File: src/rtl/sdr_fifo_port_if.sv
// CPU-side register/handshake bundle of the serial data port.
// The master is the bus decoder; the slave is the port itself.
interface sdr_fifo_port_if #(
    parameter int DATA_W = 8,
    parameter int DIV_W  = 16
) ();
    logic              mode;
    logic [DIV_W-1:0]  div;
    logic              wr_en;
    logic [DATA_W-1:0] wr_data;
    logic              rd_en;
    logic [DATA_W-1:0] rd_data;
    logic              clr_ovr;
    logic              tx_full;
    logic              tx_empty;
    logic              rx_full;
    logic              rx_empty;
    logic              rx_overrun;
    logic              busy;
    logic              irq;

    modport master (
        output mode, div, wr_en, wr_data, rd_en, clr_ovr,
        input  rd_data, tx_full, tx_empty, rx_full, rx_empty, rx_overrun, busy, irq
    );

    modport slave (
        input  mode, div, wr_en, wr_data, rd_en, clr_ovr,
        output rd_data, tx_full, tx_empty, rx_full, rx_empty, rx_overrun, busy, irq
    );
endinterface

File: src/rtl/sdr_fifo_port.sv
// Serial data port with TX/RX FIFOs: master mode drives CNT from a divider,
// slave mode samples the synchronised cnt_in/sp_in pins.
//   state | meaning
//   IDLE  | shifter empty, cnt_out high
//   LOW   | cnt_out low, current MSB presented on sp_out
//   HIGH  | cnt_out high, bit consumed; next bit or next word follows
module sdr_fifo_port #(
    parameter int DATA_W     = 8,
    parameter int FIFO_DEPTH = 4,
    parameter int DIV_W      = 16
) (
    input  logic             clk,
    input  logic             reset,
    sdr_fifo_port_if.slave   bus,
    input  logic             sp_in,
    output logic             sp_out,
    input  logic             cnt_in,
    output logic             cnt_out
);
    localparam int PTR_W = $clog2(FIFO_DEPTH);
    localparam int CNT_W = PTR_W + 1;
    localparam int BIT_W = $clog2(DATA_W + 1);
    localparam logic [CNT_W-1:0] DEPTH_C = CNT_W'(FIFO_DEPTH);
    localparam logic [BIT_W-1:0] BITS_C  = BIT_W'(DATA_W);
    localparam logic [BIT_W-1:0] LAST_C  = BIT_W'(DATA_W - 1);

    typedef enum logic [1:0] {IDLE, LOW, HIGH} state_t;

    logic [DATA_W-1:0] tx_mem [FIFO_DEPTH];
    logic [PTR_W-1:0]  tx_wp, tx_rp;
    logic [CNT_W-1:0]  tx_cnt;
    logic              tx_full, tx_empty, tx_push, tx_pop, tx_done;

    logic [DATA_W-1:0] rx_mem [FIFO_DEPTH];
    logic [PTR_W-1:0]  rx_wp, rx_rp;
    logic [CNT_W-1:0]  rx_cnt;
    logic              rx_full, rx_empty, rx_push, rx_pop, rx_ovr;

    state_t            state, state_nxt;
    logic [DIV_W-1:0]  div_cnt, div_cnt_nxt;
    logic [DATA_W-1:0] tx_sh, tx_sh_nxt;
    logic [BIT_W-1:0]  bit_cnt, bit_cnt_nxt;
    logic              cnt_out_q, sp_out_q, busy_q, irq_q;

    logic [2:0]        cnt_sync;
    logic [1:0]        sp_sync;
    logic              cnt_rise;
    logic [DATA_W-1:0] rx_sh;
    logic [BIT_W-1:0]  rx_bits;
    logic              rx_done;

    assign tx_full  = (tx_cnt == DEPTH_C);
    assign tx_empty = (tx_cnt == '0);
    assign tx_push  = bus.wr_en && !tx_full;

    assign rx_full  = (rx_cnt == DEPTH_C);
    assign rx_empty = (rx_cnt == '0);
    assign rx_pop   = bus.rd_en && !rx_empty;
    // a pop in the same cycle frees the slot the incoming word needs
    assign rx_push  = rx_done && (!rx_full || rx_pop);

    always_ff @(posedge clk) begin
        if (tx_push) tx_mem[tx_wp] <= bus.wr_data;
        if (rx_push) rx_mem[rx_wp] <= rx_sh;
    end

    always_ff @(posedge clk) begin
        if (reset) begin
            tx_wp  <= '0;
            tx_rp  <= '0;
            tx_cnt <= '0;
            rx_wp  <= '0;
            rx_rp  <= '0;
            rx_cnt <= '0;
            rx_ovr <= 1'b0;
        end else begin
            if (tx_push) tx_wp <= tx_wp + 1'b1;
            if (tx_pop)  tx_rp <= tx_rp + 1'b1;
            case ({tx_push, tx_pop})
                2'b10:   tx_cnt <= tx_cnt + 1'b1;
                2'b01:   tx_cnt <= tx_cnt - 1'b1;
                default: tx_cnt <= tx_cnt;
            endcase
            if (rx_push) rx_wp <= rx_wp + 1'b1;
            if (rx_pop)  rx_rp <= rx_rp + 1'b1;
            case ({rx_push, rx_pop})
                2'b10:   rx_cnt <= rx_cnt + 1'b1;
                2'b01:   rx_cnt <= rx_cnt - 1'b1;
                default: rx_cnt <= rx_cnt;
            endcase
            if (rx_done && !rx_push)  rx_ovr <= 1'b1;
            else if (bus.clr_ovr)     rx_ovr <= 1'b0;
        end
    end

    always_ff @(posedge clk) begin
        if (reset) begin
            state   <= IDLE;
            div_cnt <= '0;
            tx_sh   <= '0;
            bit_cnt <= '0;
        end else begin
            state   <= state_nxt;
            div_cnt <= div_cnt_nxt;
            tx_sh   <= tx_sh_nxt;
            bit_cnt <= bit_cnt_nxt;
        end
    end

    always_comb begin
        state_nxt   = state;
        div_cnt_nxt = div_cnt;
        tx_sh_nxt   = tx_sh;
        bit_cnt_nxt = bit_cnt;
        tx_pop      = 1'b0;
        tx_done     = 1'b0;
        if (!bus.mode) begin
            state_nxt   = IDLE;
            bit_cnt_nxt = '0;
        end else begin
            case (state)
                IDLE: begin
                    if (!tx_empty) begin
                        tx_pop      = 1'b1;
                        tx_sh_nxt   = tx_mem[tx_rp];
                        bit_cnt_nxt = BITS_C;
                        div_cnt_nxt = bus.div;
                        state_nxt   = LOW;
                    end
                end
                LOW: begin
                    if (div_cnt == '0) begin
                        state_nxt   = HIGH;
                        div_cnt_nxt = bus.div;
                        tx_sh_nxt   = {tx_sh[DATA_W-2:0], 1'b0};
                        bit_cnt_nxt = bit_cnt - 1'b1;
                    end else begin
                        div_cnt_nxt = div_cnt - 1'b1;
                    end
                end
                HIGH: begin
                    if (div_cnt != '0) begin
                        div_cnt_nxt = div_cnt - 1'b1;
                    end else if (bit_cnt != '0) begin
                        state_nxt   = LOW;
                        div_cnt_nxt = bus.div;
                    end else begin
                        tx_done = 1'b1;
                        if (!tx_empty) begin
                            tx_pop      = 1'b1;
                            tx_sh_nxt   = tx_mem[tx_rp];
                            bit_cnt_nxt = BITS_C;
                            div_cnt_nxt = bus.div;
                            state_nxt   = LOW;
                        end else begin
                            state_nxt = IDLE;
                        end
                    end
                end
                default: state_nxt = IDLE;
            endcase
        end
    end

    // pins follow the state one clock later; mode gates them so an abort shows at once
    always_ff @(posedge clk) begin
        if (reset) begin
            cnt_out_q <= 1'b1;
            sp_out_q  <= 1'b1;
            busy_q    <= 1'b0;
            irq_q     <= 1'b0;
        end else begin
            cnt_out_q <= !(bus.mode && state == LOW);
            if (bus.mode && state == LOW) sp_out_q <= tx_sh[DATA_W-1];
            busy_q    <= bus.mode && (state != IDLE);
            irq_q     <= tx_done || rx_done;
        end
    end

    // CNT idles high, so the synchronisers reset high to avoid a false edge
    always_ff @(posedge clk) begin
        if (reset) begin
            cnt_sync <= '1;
            sp_sync  <= '1;
        end else begin
            cnt_sync <= {cnt_sync[1:0], cnt_in};
            sp_sync  <= {sp_sync[0], sp_in};
        end
    end

    assign cnt_rise = cnt_sync[1] && !cnt_sync[2];

    always_ff @(posedge clk) begin
        if (reset || bus.mode) begin
            rx_sh   <= '0;
            rx_bits <= '0;
            rx_done <= 1'b0;
        end else begin
            rx_done <= 1'b0;
            if (cnt_rise) begin
                rx_sh <= {rx_sh[DATA_W-2:0], sp_sync[1]};
                if (rx_bits == LAST_C) begin
                    rx_bits <= '0;
                    rx_done <= 1'b1;
                end else begin
                    rx_bits <= rx_bits + 1'b1;
                end
            end
        end
    end

    assign bus.rd_data    = rx_empty ? '0 : rx_mem[rx_rp];
    assign bus.tx_full    = tx_full;
    assign bus.tx_empty   = tx_empty;
    assign bus.rx_full    = rx_full;
    assign bus.rx_empty   = rx_empty;
    assign bus.rx_overrun = rx_ovr;
    assign bus.busy       = busy_q;
    assign bus.irq        = irq_q;
    assign cnt_out        = cnt_out_q;
    assign sp_out         = sp_out_q;
endmodule

File: src/flat_wrapper.sv
// flat-port wrapper written by rule: the top's interface ports become plain ports
module sdr_fifo_port_flat 
#(
    parameter int DATA_W     = 8,
    parameter int FIFO_DEPTH = 4,
    parameter int DIV_W      = 16
)
  (clk, reset, sp_in, sp_out, cnt_in, cnt_out, bus_mode, bus_div, bus_wr_en, bus_wr_data, bus_rd_en, bus_clr_ovr, bus_rd_data, bus_tx_full, bus_tx_empty, bus_rx_full, bus_rx_empty, bus_rx_overrun, bus_busy, bus_irq);
  sdr_fifo_port_if #(.DATA_W(DATA_W), .DIV_W(DIV_W)) bus_i ();
  input  logic clk;
  input  logic reset;
  input  logic sp_in;
  output logic sp_out;
  input  logic cnt_in;
  output logic cnt_out;
  input wire logic [$bits(bus_i.mode)-1:0] bus_mode;
  input wire logic [$bits(bus_i.div)-1:0] bus_div;
  input wire logic [$bits(bus_i.wr_en)-1:0] bus_wr_en;
  input wire logic [$bits(bus_i.wr_data)-1:0] bus_wr_data;
  input wire logic [$bits(bus_i.rd_en)-1:0] bus_rd_en;
  input wire logic [$bits(bus_i.clr_ovr)-1:0] bus_clr_ovr;
  output wire logic [$bits(bus_i.rd_data)-1:0] bus_rd_data;
  output wire logic [$bits(bus_i.tx_full)-1:0] bus_tx_full;
  output wire logic [$bits(bus_i.tx_empty)-1:0] bus_tx_empty;
  output wire logic [$bits(bus_i.rx_full)-1:0] bus_rx_full;
  output wire logic [$bits(bus_i.rx_empty)-1:0] bus_rx_empty;
  output wire logic [$bits(bus_i.rx_overrun)-1:0] bus_rx_overrun;
  output wire logic [$bits(bus_i.busy)-1:0] bus_busy;
  output wire logic [$bits(bus_i.irq)-1:0] bus_irq;
  assign bus_i.mode = bus_mode;
  assign bus_i.div = bus_div;
  assign bus_i.wr_en = bus_wr_en;
  assign bus_i.wr_data = bus_wr_data;
  assign bus_i.rd_en = bus_rd_en;
  assign bus_i.clr_ovr = bus_clr_ovr;
  assign bus_rd_data = bus_i.rd_data;
  assign bus_tx_full = bus_i.tx_full;
  assign bus_tx_empty = bus_i.tx_empty;
  assign bus_rx_full = bus_i.rx_full;
  assign bus_rx_empty = bus_i.rx_empty;
  assign bus_rx_overrun = bus_i.rx_overrun;
  assign bus_busy = bus_i.busy;
  assign bus_irq = bus_i.irq;
  sdr_fifo_port #(.DATA_W(DATA_W), .FIFO_DEPTH(FIFO_DEPTH), .DIV_W(DIV_W)) u_core (.clk(clk), .reset(reset), .bus(bus_i), .sp_in(sp_in), .sp_out(sp_out), .cnt_in(cnt_in), .cnt_out(cnt_out));
endmodule
File: config.mk
export PLATFORM = sky130hd
export DESIGN_NAME = sdr_fifo_port_flat
export DESIGN_NICKNAME = d
export VERILOG_FILES = /design/src/rtl/sdr_fifo_port_if.sv /design/src/rtl/sdr_fifo_port.sv /design/src/flat_wrapper.sv
export SDC_FILE = /design/constraint.sdc
export NUM_CORES = 1
export LEC_CHECK = 0
export BUFFER_PORTS_ARGS = -buffer_cell sky130_fd_sc_hd__buf_2
export CAP_MARGIN = 20
export CORE_MARGIN = 2
export CORE_UTILIZATION = 60
export DETAILED_ROUTE_END_ITERATION = 10
export HOLD_SLACK_MARGIN = 0.15
export PLACE_DENSITY = 0.83
export SYNTH_ARGS = -nofsm -noshare
export SYNTH_HDL_FRONTEND = slang
export SYNTH_SLANG_ARGS = --single-unit
File: constraint.sdc
create_clock -name clk -period 3.4 [get_ports clk]
set_clock_uncertainty 0.15 [all_clocks]
set_input_delay 0.51 -clock clk [delete_from_list [all_inputs] [get_ports clk]]
set_output_delay 0.51 -clock clk [all_outputs]
set_load 0.01 [all_outputs]
**Word-level counts from Yosys, hierarchy flattened**

Memories as Yosys holds them, arrays and structs flattened. A register that Yosys moved wholly into a read port is not among the register bits.
Index checks and enable logic that the tools add are counted.

- Bits in registers: 67
- Memory bits (read-only): 0
- Word-level logic and storage cells: 126
- Bits in latches: 0
- Memories kept: 2
- Memory bits (writable): 64

- Eq/ne operators: 13
- Div/mod/pow operators: 0
- Multiply operators: 0
- Reductions and logical operators: 33
- Shift operators: 0
- Add/sub/neg operators: 11
- Muxes and demuxes: 45
- Bitwise operators: 2
- Magnitude comparators: 0

Memories:

| name | words | bits a word | read ports | clocked after Yosys merged registers in | wr ports | line | text |
|---|---|---|---|---|---|---|---|
| u_core.rx_mem | 4 | 8 | 1 | 1 | 1 | sdr_fifo_port.sv:34 | `logic [DATA_W-1:0] rx_mem [FIFO_DEPTH];` |
| u_core.tx_mem | 4 | 8 | 1 | 1 | 1 | sdr_fifo_port.sv:29 | `logic [DATA_W-1:0] tx_mem [FIFO_DEPTH];` |

Operator list:

| kind | number |
|---|---|
| 16-bit two-way mux | 4 |
| 16-bit one-hot mux with 3 select lines | 1 |
| 8-bit two-way mux | 5 |
| 8-bit one-hot mux with 3 select lines | 1 |
| 4-bit two-way mux | 5 |
| 16-bit zero test | 1 |
| 1-bit two-way mux | 16 |
| 2-bit two-way mux | 8 |
| 16-bit nonzero test | 1 |
| 16-bit by 1-bit subtractor with 16-bit output (second input constant) | 1 |
| 3-bit one-hot mux with 2 select lines | 2 |
| 4-bit one-hot mux with 3 select lines | 1 |
| 2-bit by 1-bit adder with 2-bit output (second input constant) | 4 |
| 2-bit nonzero test | 4 |
| 1-bit logical AND | 7 |
| 3-bit by 1-bit adder with 3-bit output (second input constant) | 2 |
| 2-bit by 1-bit == test with 1-bit output (second input constant) | 3 |
| 2-bit == test (second input constant) | 3 |
| 3-bit == test (second input constant) | 2 |
| 1-bit zero test | 6 |
| 3-bit zero test | 2 |
| 2-bit != test (second input constant) | 3 |
| 2-bit one-hot mux with 3 select lines | 1 |
| 3-bit by 1-bit subtractor with 3-bit output (second input constant) | 2 |
| 15 further kinds | 19 |

**Depth between registers and ports, before layout**

- Depth in word-level cells: 8
- Depth in mapped cells: 12
- Gate-level depth less buffers: 11

**Worst setup path after synthesis**

No wires, ideal clock.

- Path kind: register to register
- Start: register u_core.div_cnt[2]
- End: register u_core.tx_cnt[2]
- Arrival: 2.612 ns
- Buffers on the path: 1
- Path slack: 0.567 ns
- Period minus slack after synthesis: 2.833 ns
- Data required time: 3.179 ns
- Cell stages (with the launch flop): 12
- Cell sequence: dfxtp_1 nor4_4 and3_1 buf_6 a41oi_1 nor2_1 ha_1 inv_1 fa_1 xor2_1 or3_1 a21oi_1

- Cells in the longest elaborated chain, start to end: 6
- Elaborated cells between the ends (all ways): 8
- Those cells by class: 2 x eq/ne; 4 x mux; 2 x reduce/logical

Ends and longest elaborated chain:

| element | line | text |
|---|---|---|
| start, declared | sdr_fifo_port.sv:40 | `logic [DIV_W-1:0] div_cnt, div_cnt_nxt;` |
| start signal, assigned | sdr_fifo_port.sv:104 | `div_cnt <= div_cnt_nxt;` |
| 16-bit nonzero test (*) | sdr_fifo_port.sv:142 | `if (div_cnt != '0) begin` |
| 1-bit two-way mux (*) | sdr_fifo_port.sv:142 |  |
| 1-bit one-hot mux with 2 select lines (*) | sdr_fifo_port.sv:121 | `case (state)` |
| 1-bit two-way mux (*) | sdr_fifo_port.sv:117 | `if (!bus.mode) begin` |
| net u_core.tx_pop | sdr_fifo_port.sv:32 | `logic tx_full, tx_empty, tx_push, tx_pop, tx_done;` |
| 2-bit by 1-bit == test with 1-bit output / 2-bit == test (equally long branches) | sdr_fifo_port.sv:79 | `case ({tx_push, tx_pop})` |
| 3-bit one-hot mux with 2 select lines / 2-bit nonzero test (equally long branches) | -- |  |
| end signal, assigned | sdr_fifo_port.sv:80 | `2'b10: tx_cnt <= tx_cnt + 1'b1;` |
| end signal, assigned | sdr_fifo_port.sv:81 | `2'b01: tx_cnt <= tx_cnt - 1'b1;` |
| end signal, assigned | sdr_fifo_port.sv:82 | `default: tx_cnt <= tx_cnt;` |
| end, declared | sdr_fifo_port.sv:31 | `logic [CNT_W-1:0] tx_cnt;` |

Mark *: on every way through the listed nets, which the timed path passes. The rest lies on a longest branch.
A chain may end at the register's enable or synchronous reset.

**Worst setup path in the final report**

Ends and elaborated chain as after synthesis.

==> flow_summary.toml <==
[finish]
diodes = 0
fin_util = 0.712
syn_to_final_growth_pct = 16.2
finish.instance_area_um2 = 7280
fillers = 703
stdcell_count = 775
drive_gt1_frac = 0.183
nets = 677

[global_routing]
grt_use_met2 = 0.446
grtUsageTotal = 0.261
antenna_found_initial = 0
grt_util_met3 = 0.0681
grt_overflow_total = 0
grt_max_degree = 41
met1_usage = 0.322
grt_pass1_vias = 4620
grt_most_used_layer = "met2"
grt_pass1_wl_mm = 22.7

[placement]
gp_congestion = 0.899
dpl_cell_area_um2 = 6610
dp_slack_ns = 0.371
dpl.hpwl_mm = 8.94
place_inst = 730
portBuffers = 48

[worst_setup_path]
crit_path_end_kind = "register"
path_max_fanout = 7
critical_path_class = "reg2reg"
crit_arrival_ns = 3.40
rrSetupSlack_ns = 0.29
crit_end = "u_core.tx_cnt[2]$_SDFFE_PP0P_"
r2r-start = "u_core.div_cnt[2]$_SDFFE_PP0P_"
rr_endpoint = "u_core.tx_cnt[2]$_SDFFE_PP0P_"
start_kind = "register"
startpoint = "u_core.div_cnt[2]$_SDFFE_PP0P_"
crit_required_ns = 3.69
rr_worst_depth = 10

[logic_synthesis]
synth_edf_count = 64
yosysTopAreaCell = "edfxtp_1"
syn_avg_cell_area_um2 = 11.0
synth_common_cells = "71 x dfxtp_1, 64 x edfxtp_1, 51 x nand2_1"
synth.most_common_cell = "dfxtp_1"
synth_flop_cell = "dfxtp_1"
ys_ff_latch = 135
synth_cell_types = 58
yosysSeqAreaShare = 0.534
netlist.area_leader.share = 0.307
synthesis.nets = 619
synth_warnings = 0
synth_area_leaders = "edfxtp_1 31%, dfxtp_1 23%, mux4_2 5.8%"
ys_async_sr_fraction = 0
syn-cell-area_um2 = 6260
synth_cells = 568

[die]
start_util = 0.612
io_pins = 49
row_count = 37
dieArea_um2 = 11300
fp.dieH_um = 106
die_x_um = 106
coreArea_um2 = 10200

[hold_path]
hp-class = "in2reg"

[pwr]
swShare = 0.376
power_mw = 6.29
peakVddDrop_mv = 0.449
comb_power_share = 0.383
leakagePower_nw = 2.61
intPower_mw = 3.92
p_seq_frac = 0.351
power_frac_clock = 0.266
switching_power_mw = 2.36
p_per_area_nw_per_um2 = 863

[detailed_routing]
wire_per_inst_um = 17.9
vias = 4718
ant_nets = 0
drc = 0
avgViaCountPerCell = 6.09
dr.pass1.iters = 6
routed_wl_mm = 13.9
drt_iter0_markers = 400

[sta]
fmax_mhz = 321
hold_viol = 0
fin_crit_ns = 3.11
finalSetupTns_ns = 0
period_share = 0.915
relSlewSlack = 0.277
maxSlewViolCount = 0
worstMarginPinSlew_ns = 1.08
fin_ws_ns = 0.289
hold_ws_ns = 0.171
finalSetupViolCount = 0
rsz0062_at_grt = "no"

[clock_network]
cts_post_setup_buffers_inserted = 0
cts.repair.resized = 0
cts_sinks = 135
clockBufferDepth = 2
ctsHoldBuffers = 13
clock_latency_ns = 0.53
htree_levels = 4
clkTransAtPathRegs_ns = 0.06
cts-buffers-inserted = 17
cts_tree = "done"
clockRootBuffer = "clkbuf_8"

[run]
maxCapViolCount = 0

[outcome]
outcome = "complete, no violations"
## cell families after synthesis
group | Yosys count | synth area share
flip-flops | 135 | 0.534
AO/OA/AOI/OAI | 138 | 0.145
multiplexers | 27 | 0.0755
XOR/XNOR | 16 | 0.0224
buffers and inverters | 52 | 0.0332
adder cells (fa/ha/maj) | 19 | 0.0404
AND/OR/NAND/NOR | 181 | 0.150
## placed cells by master (no fill, tap or decap), types with 6 or more instances in the layout
cell / instances
dfxtp_1: 71
edfxtp_1: 64
nand2_1: 51
buf_2: 48
a21oi_1: 36
nor2_1: 34
o21ai_0: 27
inv_1: 21
and2_1: 17
ha_1: 17
mux4_2: 16
clkbuf_16: 16
nor2b_1: 15
a211oi_1: 14
a31oi_1: 13
dlygate4sd3_1: 13
or3_1: 11
nor3_1: 10
o221ai_1: 9
mux2i_1: 9
buf_4: 9
xnor2_1: 8
xor2_1: 8
or2_2: 7
nand3_1: 7
a21o_1: 6
## worst max-delay path, stage by stage (launching register included)
cell and delay, ns:
dfxtp_1 0.39, nor4_4 0.43, and3_1 0.27, a41oi_1 0.19, nor2_1 0.26, ha_1 0.22, inv_1 0.07, fa_1 0.38
xor2_1 0.16, or3_1 0.31, a21oi_1 0.19
## layer usage
layer | vias up | wire (um)
li1 | 2229 | -
met1 | 2296 | 5700
met2 | 172 | 7090
met3 | 21 | 856
met4 | 0 | 218
met5 | - | 0
## worst min-delay path by stage
stage	from	endpoint	slack [ns]	cells past startpoint
floorplan	u_core.cnt_sync[0]$_SDFF_PP1_	u_core.cnt_sync[1]$_SDFF_PP1_	0.24	1
global placement	u_core.cnt_sync[0]$_SDFF_PP1_	u_core.cnt_sync[1]$_SDFF_PP1_	0.24	1
detailed placement	u_core.sp_sync[0]$_SDFF_PP1_	u_core.sp_sync[1]$_SDFF_PP1_	0.25	1
CTS	bus_div[10]	u_core.div_cnt[10]$_SDFFE_PP0P_	0.15	3
global route	bus_div[15]	u_core.div_cnt[15]$_SDFFE_PP0P_	0.16	3
finish	bus_div[15]	u_core.div_cnt[15]$_SDFFE_PP0P_	0.17	3
## power by group through the flow
stage	sequential [mW]	combinational, mW	clock, mW
final	2.21	2.41	1.67
after CTS	2.20	2.37	1.68
after detailed placement	2.23	2.32	0
after global placement	2.21	2.24	0
after floorplan	2.11	1.78	0
after global routing	2.24	2.63	1.75
## layout make-up
type	count	area [um^2]	area share
Sequential cell	135	3340	0.459
Multi-Input combinational cell	381	2710	0.373
Timing Repair Buffer	70	438	0.0602
Clock buffer	19	432	0.0593
Tap cell	136	170	0.0234
Clock inverter	13	105	0.0144
Inverter	21	78.8	0.0108
## state kept, by name, summed over array words and instances, names as in the netlist, 3 cells and up, named ones only
signal / count
u_core.div_cnt: 16
u_core.bit_cnt: 4
u_core.rx_bits: 4
u_core.rx_sh: 8
u_core.tx_sh: 8
u_core.tx_mem: 32
u_core.rx_mem: 32
u_core.tx_cnt: 3
u_core.cnt_sync: 3
u_core.rx_cnt: 3
Note: power is estimated with default switching activity, not from simulation.
